$ cat config.mk
export PLATFORM = sky130hd
export DESIGN_NAME = fht_stage_seq
export DESIGN_NICKNAME = d
export VERILOG_FILES = /design/src/rtl/fht_stage_seq.sv
export SDC_FILE = /design/constraint.sdc
export NUM_CORES = 1
export LEC_CHECK = 0
export BUFFER_PORTS_ARGS = -buffer_cell sky130_fd_sc_hd__buf_4
export CORE_UTILIZATION = 45
export DETAILED_ROUTE_END_ITERATION = 8
export GPL_TIMING_DRIVEN = 0
export SYNTH_ARGS = -nofsm -noshare
export SYNTH_HDL_FRONTEND = slang
export SYNTH_SLANG_ARGS = --single-unit
$ cat constraint.sdc
create_clock -name iCLK -period 10.3 [get_ports iCLK]
set_input_delay 0.515 -clock iCLK [delete_from_list [all_inputs] [get_ports iCLK]]
set_output_delay 0.515 -clock iCLK [all_outputs]
set_load 0.01 [all_outputs]
$ cat src/rtl/fht_stage_seq.sv
// FHT stage sequencer: issues butterfly read/twiddle addresses per stage,
// delays them through the memory+butterfly latency and emits write-backs.
module fht_stage_seq #(
  parameter int A_BIT   = 10,
  parameter int RD_LAT  = 1,
  parameter int BUT_LAT = 3
) (
  input  logic                   iCLK,
  input  logic                   iRESET,
  input  logic                   iSTART,
  output logic                   oRD_EN,
  output logic [A_BIT-1:0]       oRD_ADDR_0,
  output logic [A_BIT-1:0]       oRD_ADDR_1,
  output logic [A_BIT-1:0]       oRD_ADDR_2,
  output logic [A_BIT-2:0]       oTW_ADDR,
  output logic                   oWE,
  output logic [A_BIT-1:0]       oWR_ADDR_0,
  output logic [A_BIT-1:0]       oWR_ADDR_1,
  output logic                   oBANK_SEL,
  output logic [$clog2(A_BIT):0] oSTAGE,
  output logic                   oBUSY,
  output logic                   oRDY
);

  localparam int L  = RD_LAT + BUT_LAT;
  localparam int KW = A_BIT - 1;
  localparam int SW = $clog2(A_BIT) + 1;
  localparam int CW = $clog2(L + 1);
  localparam logic [A_BIT-1:0] ONE = A_BIT'(1);

  typedef enum logic [1:0] {
    S_IDLE,
    S_RUN,
    S_DRAIN,
    S_DONE
  } state_t;

  state_t          r_state, w_nstate;
  logic [KW-1:0]   r_k, w_nk;
  logic [SW-1:0]   r_stage, w_nstage;
  logic [CW-1:0]   r_dcnt, w_ndcnt;
  logic            r_bank, w_nbank;

  logic            r_rd_en;
  logic [A_BIT-1:0] r_a0, r_a1, r_a2;
  logic [A_BIT-2:0] r_tw;
  logic            r_busy, r_rdy;

  logic            r_dv [L];
  logic [A_BIT-1:0] r_d0 [L];
  logic [A_BIT-1:0] r_d1 [L];

  logic [A_BIT-1:0] w_half, w_mask, w_kx, w_j;
  logic [A_BIT-1:0] w_base, w_x2;
  logic [A_BIT-1:0] w_a0, w_a1, w_a2;
  logic [SW-1:0]   w_tsh;
  logic [A_BIT-2:0] w_tw;
  logic            w_run;

  // Next-state and counter update for the stage/butterfly sequencing
  always_comb begin
    w_nstate = r_state;
    w_nk     = r_k;
    w_nstage = r_stage;
    w_ndcnt  = r_dcnt;
    w_nbank  = r_bank;
    unique case (r_state)
      S_IDLE: begin
        if (iSTART) begin
          w_nstate = S_RUN;
          w_nk     = '0;
          w_nstage = '0;
          w_nbank  = 1'b0;
        end
      end
      S_RUN: begin
        if (r_k == {KW{1'b1}}) begin
          w_nstate = S_DRAIN;
          w_ndcnt  = '0;
        end else begin
          w_nk = r_k + KW'(1);
        end
      end
      S_DRAIN: begin
        if (r_dcnt == CW'(L - 1)) begin
          if (r_stage == SW'(A_BIT - 1)) begin
            w_nstate = S_DONE;
          end else begin
            w_nstate = S_RUN;
            w_nstage = r_stage + SW'(1);
            w_nbank  = ~r_bank;
            w_nk     = '0;
          end
        end else begin
          w_ndcnt = r_dcnt + CW'(1);
        end
      end
      S_DONE: w_nstate = S_IDLE;
      default: w_nstate = S_IDLE;
    endcase
  end

  // Butterfly address and twiddle index for the upcoming (k, stage)
  always_comb begin
    w_run  = (w_nstate == S_RUN);
    w_half = ONE << w_nstage;
    w_mask = w_half - ONE;
    w_kx   = {1'b0, w_nk};
    w_j    = w_kx & w_mask;
    w_base = (w_kx & ~w_mask) << 1;
    w_x2   = (w_half - w_j) & w_mask;
    w_a0   = w_base | w_j;
    w_a1   = w_base | w_half | w_j;
    w_a2   = w_base | w_half | w_x2;
    w_tsh  = SW'(A_BIT - 1) - w_nstage;
    w_tw   = w_j[A_BIT-2:0] << w_tsh;
  end

  // State, counters, registered outputs and the write-address delay line
  always_ff @(posedge iCLK) begin
    if (iRESET) begin
      r_state <= S_IDLE;
      r_k     <= '0;
      r_stage <= '0;
      r_dcnt  <= '0;
      r_bank  <= 1'b0;
      r_rd_en <= 1'b0;
      r_a0    <= '0;
      r_a1    <= '0;
      r_a2    <= '0;
      r_tw    <= '0;
      r_busy  <= 1'b0;
      r_rdy   <= 1'b0;
      for (int i = 0; i < L; i++) begin
        r_dv[i] <= 1'b0;
        r_d0[i] <= '0;
        r_d1[i] <= '0;
      end
    end else begin
      r_state <= w_nstate;
      r_k     <= w_nk;
      r_stage <= w_nstage;
      r_dcnt  <= w_ndcnt;
      r_bank  <= w_nbank;
      r_rd_en <= w_run;
      r_a0    <= w_run ? w_a0 : '0;
      r_a1    <= w_run ? w_a1 : '0;
      r_a2    <= w_run ? w_a2 : '0;
      r_tw    <= w_run ? w_tw : '0;
      r_busy  <= (w_nstate == S_RUN) || (w_nstate == S_DRAIN);
      r_rdy   <= (w_nstate == S_DONE);
      r_dv[0] <= r_rd_en;
      r_d0[0] <= r_a0;
      r_d1[0] <= r_a1;
      for (int i = 1; i < L; i++) begin
        r_dv[i] <= r_dv[i-1];
        r_d0[i] <= r_d0[i-1];
        r_d1[i] <= r_d1[i-1];
      end
    end
  end

  assign oRD_EN     = r_rd_en;
  assign oRD_ADDR_0 = r_a0;
  assign oRD_ADDR_1 = r_a1;
  assign oRD_ADDR_2 = r_a2;
  assign oTW_ADDR   = r_tw;
  assign oWE        = r_dv[L-1];
  assign oWR_ADDR_0 = r_d0[L-1];
  assign oWR_ADDR_1 = r_d1[L-1];
  assign oBANK_SEL  = r_bank;
  assign oSTAGE     = r_stage;
  assign oBUSY      = r_busy;
  assign oRDY       = r_rdy;

endmodule

==> results.json, run 1 <==
{
  "fin_ws_ns": 4.87,
  "drive_above_1_share": 0.202,
  "synth_area_leaders": "dfxtp_1 50%, nor2b_1 9.7%, nor2_1 3.5%, nand2_1 3.5%, a21oi_1 3.1%",
  "synth_nets": 623,
  "synth_common_cells": "145 x dfxtp_1, 89 x nor2b_1, 54 x nor2_1, 53 x nand2_1, 36 x a21oi_1",
  "yosysUniqueCellTypes": 79,
  "required_ns": 10.60,
  "cts_tree": "yes",
  "cts_buffers": 17,
  "final_nets": 712,
  "dp.final_hpwl_um": 10300,
  "clk_latency_ns": 0.43,
  "slew_viol_final": 0,
  "synth_top_family_by_area": "simple AND/OR/NAND/NOR gates",
  "via_per_inst": 5.26,
  "worst_pin_slew_ns": 0.884,
  "die_w_um": 115,
  "grt_setup_unrepaired": "false",
  "reg2reg_from": "r_dcnt[0]",
  "drt_iter0_drc": 372,
  "antenna_found_initial": 0,
  "grt_pass1_wl_um": 22700,
  "clk_path_buf_depth": 2,
  "antenna_cells": 0,
  "post_cts_buffers": 0,
  "path_clk_slew_ns": 0.06,
  "synth_fa_ha_area_frac": 0.0317,
  "clock_skew_ns": 0.0129,
  "placementRows": 40,
  "startpoint": "r_dcnt[0]",
  "setup_violations": 0,
  "synth_compound_area_frac": 0.143,
  "slew_headroom": 0.410,
  "yosysSeqAreaShare": 0.504,
  "gr-total-overflow": 0,
  "wirelength_um": 14100,
  "synth_simple_gate_area_frac": 0.251,
  "fmax_mhz": 184,
  "holdCritStartpoint": "r_d1[0][1]",
  "crit_fanout": 9,
  "worstSetupPathType": "reg2reg",
  "gp_congestion": 0.950,
  "pre_cts_ws_ns": 4.97,
  "reg2reg_setup_slack_ns": 4.87,
  "synth_xor_area_frac": 0.0152,
  "core_sq_um": 12300,
  "grt_usage": 0.230,
  "finalCritPeriodShare": 0.527,
  "fillCellCount": 1118,
  "drv_cap": 0,
  "synth_edf_count": 0,
  "yosys.area.top_type": "dfxtp_1",
  "status": "finished clean",
  "syn_area_per_cell_sq_um": 9.51,
  "min_period_ns": 5.43,
  "route.detailed.drc": 0,
  "critPathArrivalTime_ns": 5.73,
  "grt_max_degree": 17,
  "die_h_um": 115,
  "root_buffer": "clkbuf_16",
  "ctsResizeCount": 0,
  "seq_area_sq_um": 2900,
  "vdd_ir_drop_max_uv": 101,
  "ys_seq_elements": 145,
  "cts_hold_buf": 0,
  "vias": 4606,
  "multiInputGateArea_sq_um": 2650,
  "start_util": 0.470,
  "ios": 72,
  "synth_mux_area_frac": 0.0187,
  "synth.most_common_cell": "dfxtp_1",
  "ys.warnings.count": 0,
  "synthFlopType": "dfxtp_1",
  "synth.top_cell.area_share": 0.504,
  "finalHoldViolCount": 0,
  "cts_sinks": 145,
  "htreeDepth": 4,
  "critPathCaptureType": "flip-flop",
  "grt_pass1_vias": 4341,
  "drt_first_pass_iters": 5,
  "wl_per_cell_um": 16.1,
  "detail-route-antenna-nets": 0,
  "syn_to_final_growth_pct": 23.7,
  "crit_path_start_kind": "flip-flop",
  "die_area_sq_um": 13300,
  "power_density_nw_per_um2": 176,
  "async_flop_share": 0,
  "leakagePower_nw": 2.87,
  "io_buffers": 70,
  "min_path_type": "reg2reg",
  "syn_inst": 606,
  "syn_area_sq_um": 5760,
  "finalSetupTns_ns": 0
}
-- layer usage --
layer / vias to the layer above / share of wire / global-route usage
met5: - / 0 / 0
met4: 0 / 0.019 / 0.104
li1: 2265 / - / -
met2: 133 / 0.48 / 0.384
met3: 21 / 0.049 / 0.0554
met1: 2187 / 0.45 / 0.282
-- flip-flops by register name, indices dropped and copies added, names as in the netlist --
name and flops:
oRD_ADDR_0 10, r_k 9, oRD_EN 1, r_state 2, oRD_ADDR_2 9, oBANK_SEL 1
oBUSY 1, oRD_ADDR_1 10, oSTAGE 5, r_dcnt 3, r_d0 40, r_dv 4
r_d1 40, oTW_ADDR 9, oRDY 1
-- critical path: stages, from the launching register on --
cell and delay, ns:
dfxtp_1 0.34, ha_1 0.16, ha_1 0.14, buf_2 0.20, nand4_1 0.21, nand3_1 0.21
o311a_1 0.32, nand2_1 0.24, nor2_1 0.33, nand2_1 0.19, ha_1 0.23, clkbuf_1 0.20
inv_1 0.28, mux2_2 0.37, o21ai_0 0.26, nand2_1 0.25, ha_1 0.45, nand2_1 0.09
a211oi_2 0.24, nor4_1 0.08, or4_1 0.52
-- where the power goes --
group	switching [mW]	internal [mW]
logic	0.0223	0.0106
clock network	0.260	0.392
registers	0.00219	0.565
total	0.285	0.967
-- cells in the final DEF, fill, tap and decap left out, types with 3 or more instances in the layout --
cell,count
dfxtp_1,145
nor2b_1,89
buf_4,71
nor2_1,54
nand2_1,53
a21oi_1,36
clkbuf_1,23
nand3_1,17
clkbuf_16,17
inv_1,14
a31oi_1,13
ha_1,13
o21ai_0,10
nand2b_1,9
buf_2,8
nor3_1,8
xnor2_1,8
nand4_1,7
o211ai_1,5
or3_1,5
o22ai_1,4
mux2_2,4
o21ai_1,4
nor4_1,4
or2_2,4
mux2i_1,4
inv_8,4
o21a_1,3
inv_6,3
bufinv_16,3
-- cell type report --
type | instances | area share
clock buffer | 18 | 0.0602
timing repair buffer | 70 | 0.0737
buffer | 33 | 0.0193
inverter | 16 | 0.0102
multi-input combinational | 412 | 0.372
sequential | 145 | 0.407
tap | 168 | 0.0295
clock inverter | 14 | 0.0279
-- stage by stage --
step | util | cell area, sq um | total power [mW] | cells | hold WS [ns]
4_1_cts | 0.581 | 7130 | 1.27 | 876 | 0.431
5_1_grt | 0.581 | 7130 | 1.30 | 876 | 0.437
3_5_place_dp | 0.530 | 6500 | 0.613 | 844 | 0.420
3_3_place_gp | 0.530 | 6500 | 0.612 | 844 | 0.414
2_1_floorplan | - | 5760 | 0.600 | 606 | 0.414
6_report | 0.581 | 7130 | 1.25 | 876 | 0.430
-- final timing paths --
check / end / cells after the start
min: r_d1[1][1] / 1
max reg2reg: oRD_ADDR_2[7] / 20
max: oRD_ADDR_2[7] / 20
min reg2reg: r_d1[1][1] / 1
-- logic make-up after synthesis --
| group | after synthesis |
|---|---|
| simple gates | 268 |
| mux | 9 |
| fa+ha+maj | 14 |
| xor+xnor | 10 |
| compound gates | 111 |
| flops | 145 |
| buf+inv | 49 |
Note: power is estimated with default switching activity, not from simulation.
==> inputs of run 2 (changes only) <==
--- a/config.mk
+++ b/config.mk
@@ -9,6 +9,7 @@
 export CORE_UTILIZATION = 45
 export DETAILED_ROUTE_END_ITERATION = 8
 export GPL_TIMING_DRIVEN = 0
+export PLACE_DENSITY = 0.67
 export SYNTH_ARGS = -nofsm -noshare
 export SYNTH_HDL_FRONTEND = slang
 export SYNTH_SLANG_ARGS = --single-unit
==> constraint.sdc (replaced) <==
create_clock -name iCLK -period 4.6 [get_ports iCLK]
set_input_delay 0.23 -clock iCLK [delete_from_list [all_inputs] [get_ports iCLK]]
set_output_delay 0.23 -clock iCLK [all_outputs]
set_load 0.01 [all_outputs]
==> results.json, run 2 (synthesized netlist as in run 1, its figures left out) <==
{
  "min_period_ns": 4.42,
  "p_switching_mw": 0.591,
  "path_clk_slew_ns": 0.06,
  "combPwrFrac": 0.026,
  "drt_first_pass_iters": 5,
  "fin_area_sq_um": 7340,
  "detail-route-antenna-nets": 0,
  "drt_iter0_drc": 338,
  "vdd_ir_drop_max_uv": 210,
  "antenna_cells": 0,
  "clk_latency_ns": 0.42,
  "start_util": 0.470,
  "syn_to_final_growth_pct": 27.4,
  "fmax_mhz": 226,
  "power_density_nw_per_um2": 389,
  "fin_util": 0.599,
  "final_common_cell": "dfxtp_1",
  "route.detailed.drc": 0,
  "grt_usage": 0.224,
  "critPathArrivalTime_ns": 4.71,
  "die_w_um": 115,
  "htreeDepth": 4,
  "p_sw_frac": 0.207,
  "dp_cells": 844,
  "crit_slowest_cell": "or4_1",
  "io_buffers": 70,
  "met2_length_um": 6550,
  "grt_max_degree": 17,
  "pwr-share-clk": 0.528,
  "power_mw": 2.85,
  "ios": 72,
  "cts_sinks": 145,
  "leakagePower_nw": 2.97,
  "placementRows": 40,
  "via_per_inst": 5.20,
  "required_ns": 4.89,
  "final_nets": 719,
  "p_int_mw": 2.26,
  "die_area_sq_um": 13300,
  "crit_path_start_kind": "flip-flop",
  "cts_buffers": 17,
  "rr_worst_depth": 18,
  "worstSetupPathType": "reg2reg",
  "slowest_delay_ns": 0.50,
  "grt_setup_unrepaired": "false",
  "clock_skew_ns": 0.0115,
  "fillCellCount": 1066,
  "slew_headroom": 0.475,
  "hold_depth": 4,
  "mostFrequentLayoutCells": "144 x dfxtp_1, 89 x nor2b_1, 80 x buf_4",
  "reg2reg_setup_slack_ns": 0.18,
  "path_cells": "ha_1 -> ha_1 -> buf_4 -> nand4_1 -> buf_4 -> o311a_4 -> nand2_4 -> nor2_4 -> nand2_2 -> ha_2 -> nand2b_4 -> ha_1 -> o311a_1 -> a311o_1 -> o211ai_1 -> a211oi_2 -> o211a_1 -> or4_1",
  "finalSetupTns_ns": 0,
  "slew_viol_final": 0,
  "largest_registers": "r_d0 (40), r_d1 (40)",
  "die_h_um": 115,
  "grt_pass1_vias": 4285,
  "critPathCaptureType": "flip-flop",
  "dp.final_hpwl_um": 10200,
  "wl_per_cell_um": 15.9,
  "grt_pass1_wl_um": 22000,
  "gr-total-overflow": 0,
  "power_frac_seq": 0.445,
  "worst_pin_slew_ns": 0.787,
  "wirelength_um": 14000,
  "setup_violations": 0,
  "vias": 4589,
  "core_sq_um": 12300,
  "root_buffer": "clkbuf_16",
  "min_path_type": "in2reg",
  "fin_cells": 883,
  "cts_tree": "yes",
  "highest_layer": "met4",
  "crit_fanout": 9,
  "placed_area_sq_um": 6500,
  "status": "finished clean",
  "met1_length_um": 6240,
  "drive_above_1_share": 0.236,
  "gp_congestion": 0.937,
  "clk_path_buf_depth": 2,
  "finalHoldViolCount": 0,
  "cp_common_cell": "ha_1",
  "finalCritPeriodShare": 0.961,
  "route.met3.wl_um": 730,
  "antenna_found_initial": 0,
  "drv_cap": 0,
  "cts_hold_buf": 0
}
-- run 2: layout make-up --
class | count | area, sq um | area share
multi-input cells | 412 | 2760 | 0.377
plain buffers | 32 | 149 | 0.0203
inverters | 16 | 72.6 | 0.00989
well taps | 168 | 210 | 0.0286
clock buffers | 18 | 429 | 0.0585
clock inverters | 14 | 226 | 0.0309
repair buffers | 78 | 586 | 0.0798
flip-flops and latches | 145 | 2900 | 0.396
-- run 2: repair_timing --
item,CTS,global route
gates resized for setup,23,6
setup endpoints to repair,7,1
pin swaps,4,2
buffers inserted,4,4
-- run 2: worst paths after layout --
path,from,end
min reg2reg,r_d1[0][9],r_d1[1][9]
max reg2reg,r_dcnt[0],oRD_ADDR_2[7]
max,r_dcnt[0],oRD_ADDR_2[7]
min,iSTART,r_state[0]
-- run 2: power by group through the flow --
stage	sequential (mW)	clock (mW)	combinational, mW
floorplan	1.30	0	0.0441
global placement	1.30	0	0.0726
detailed placement	1.30	0	0.0735
CTS	1.27	1.53	0.0744
global route	1.27	1.59	0.0808
finish	1.27	1.51	0.0744
-- run 2: per-stage QoR --
step                      hold WS (ns)  setup WS, ns
after detailed placement         0.420        -0.884
after CTS                        0.279        0.0212
after global placement           0.415        -0.859
after global routing             0.350        0.0218
final                            0.326         0.180
after floorplan                  0.414         0.149
-- run 2: critical path, delay by kind of cell, from the launching register on --
kind | cells | cell delay (ns)
AO/OA/AOI/OAI | 6 | 1.52
AND/OR/NAND/NOR | 6 | 1.17
adder cells (fa/ha/maj) | 4 | 0.90
buffers and inverters | 2 | 0.37
flip-flops | 1 | 0.35
-- run 2: layer usage --
layer	vias up	GRT usage
met2	166	0.362
li1	2272	-
met3	35	0.0474
met1	2116	0.281
met4	0	0.117
met5	-	0
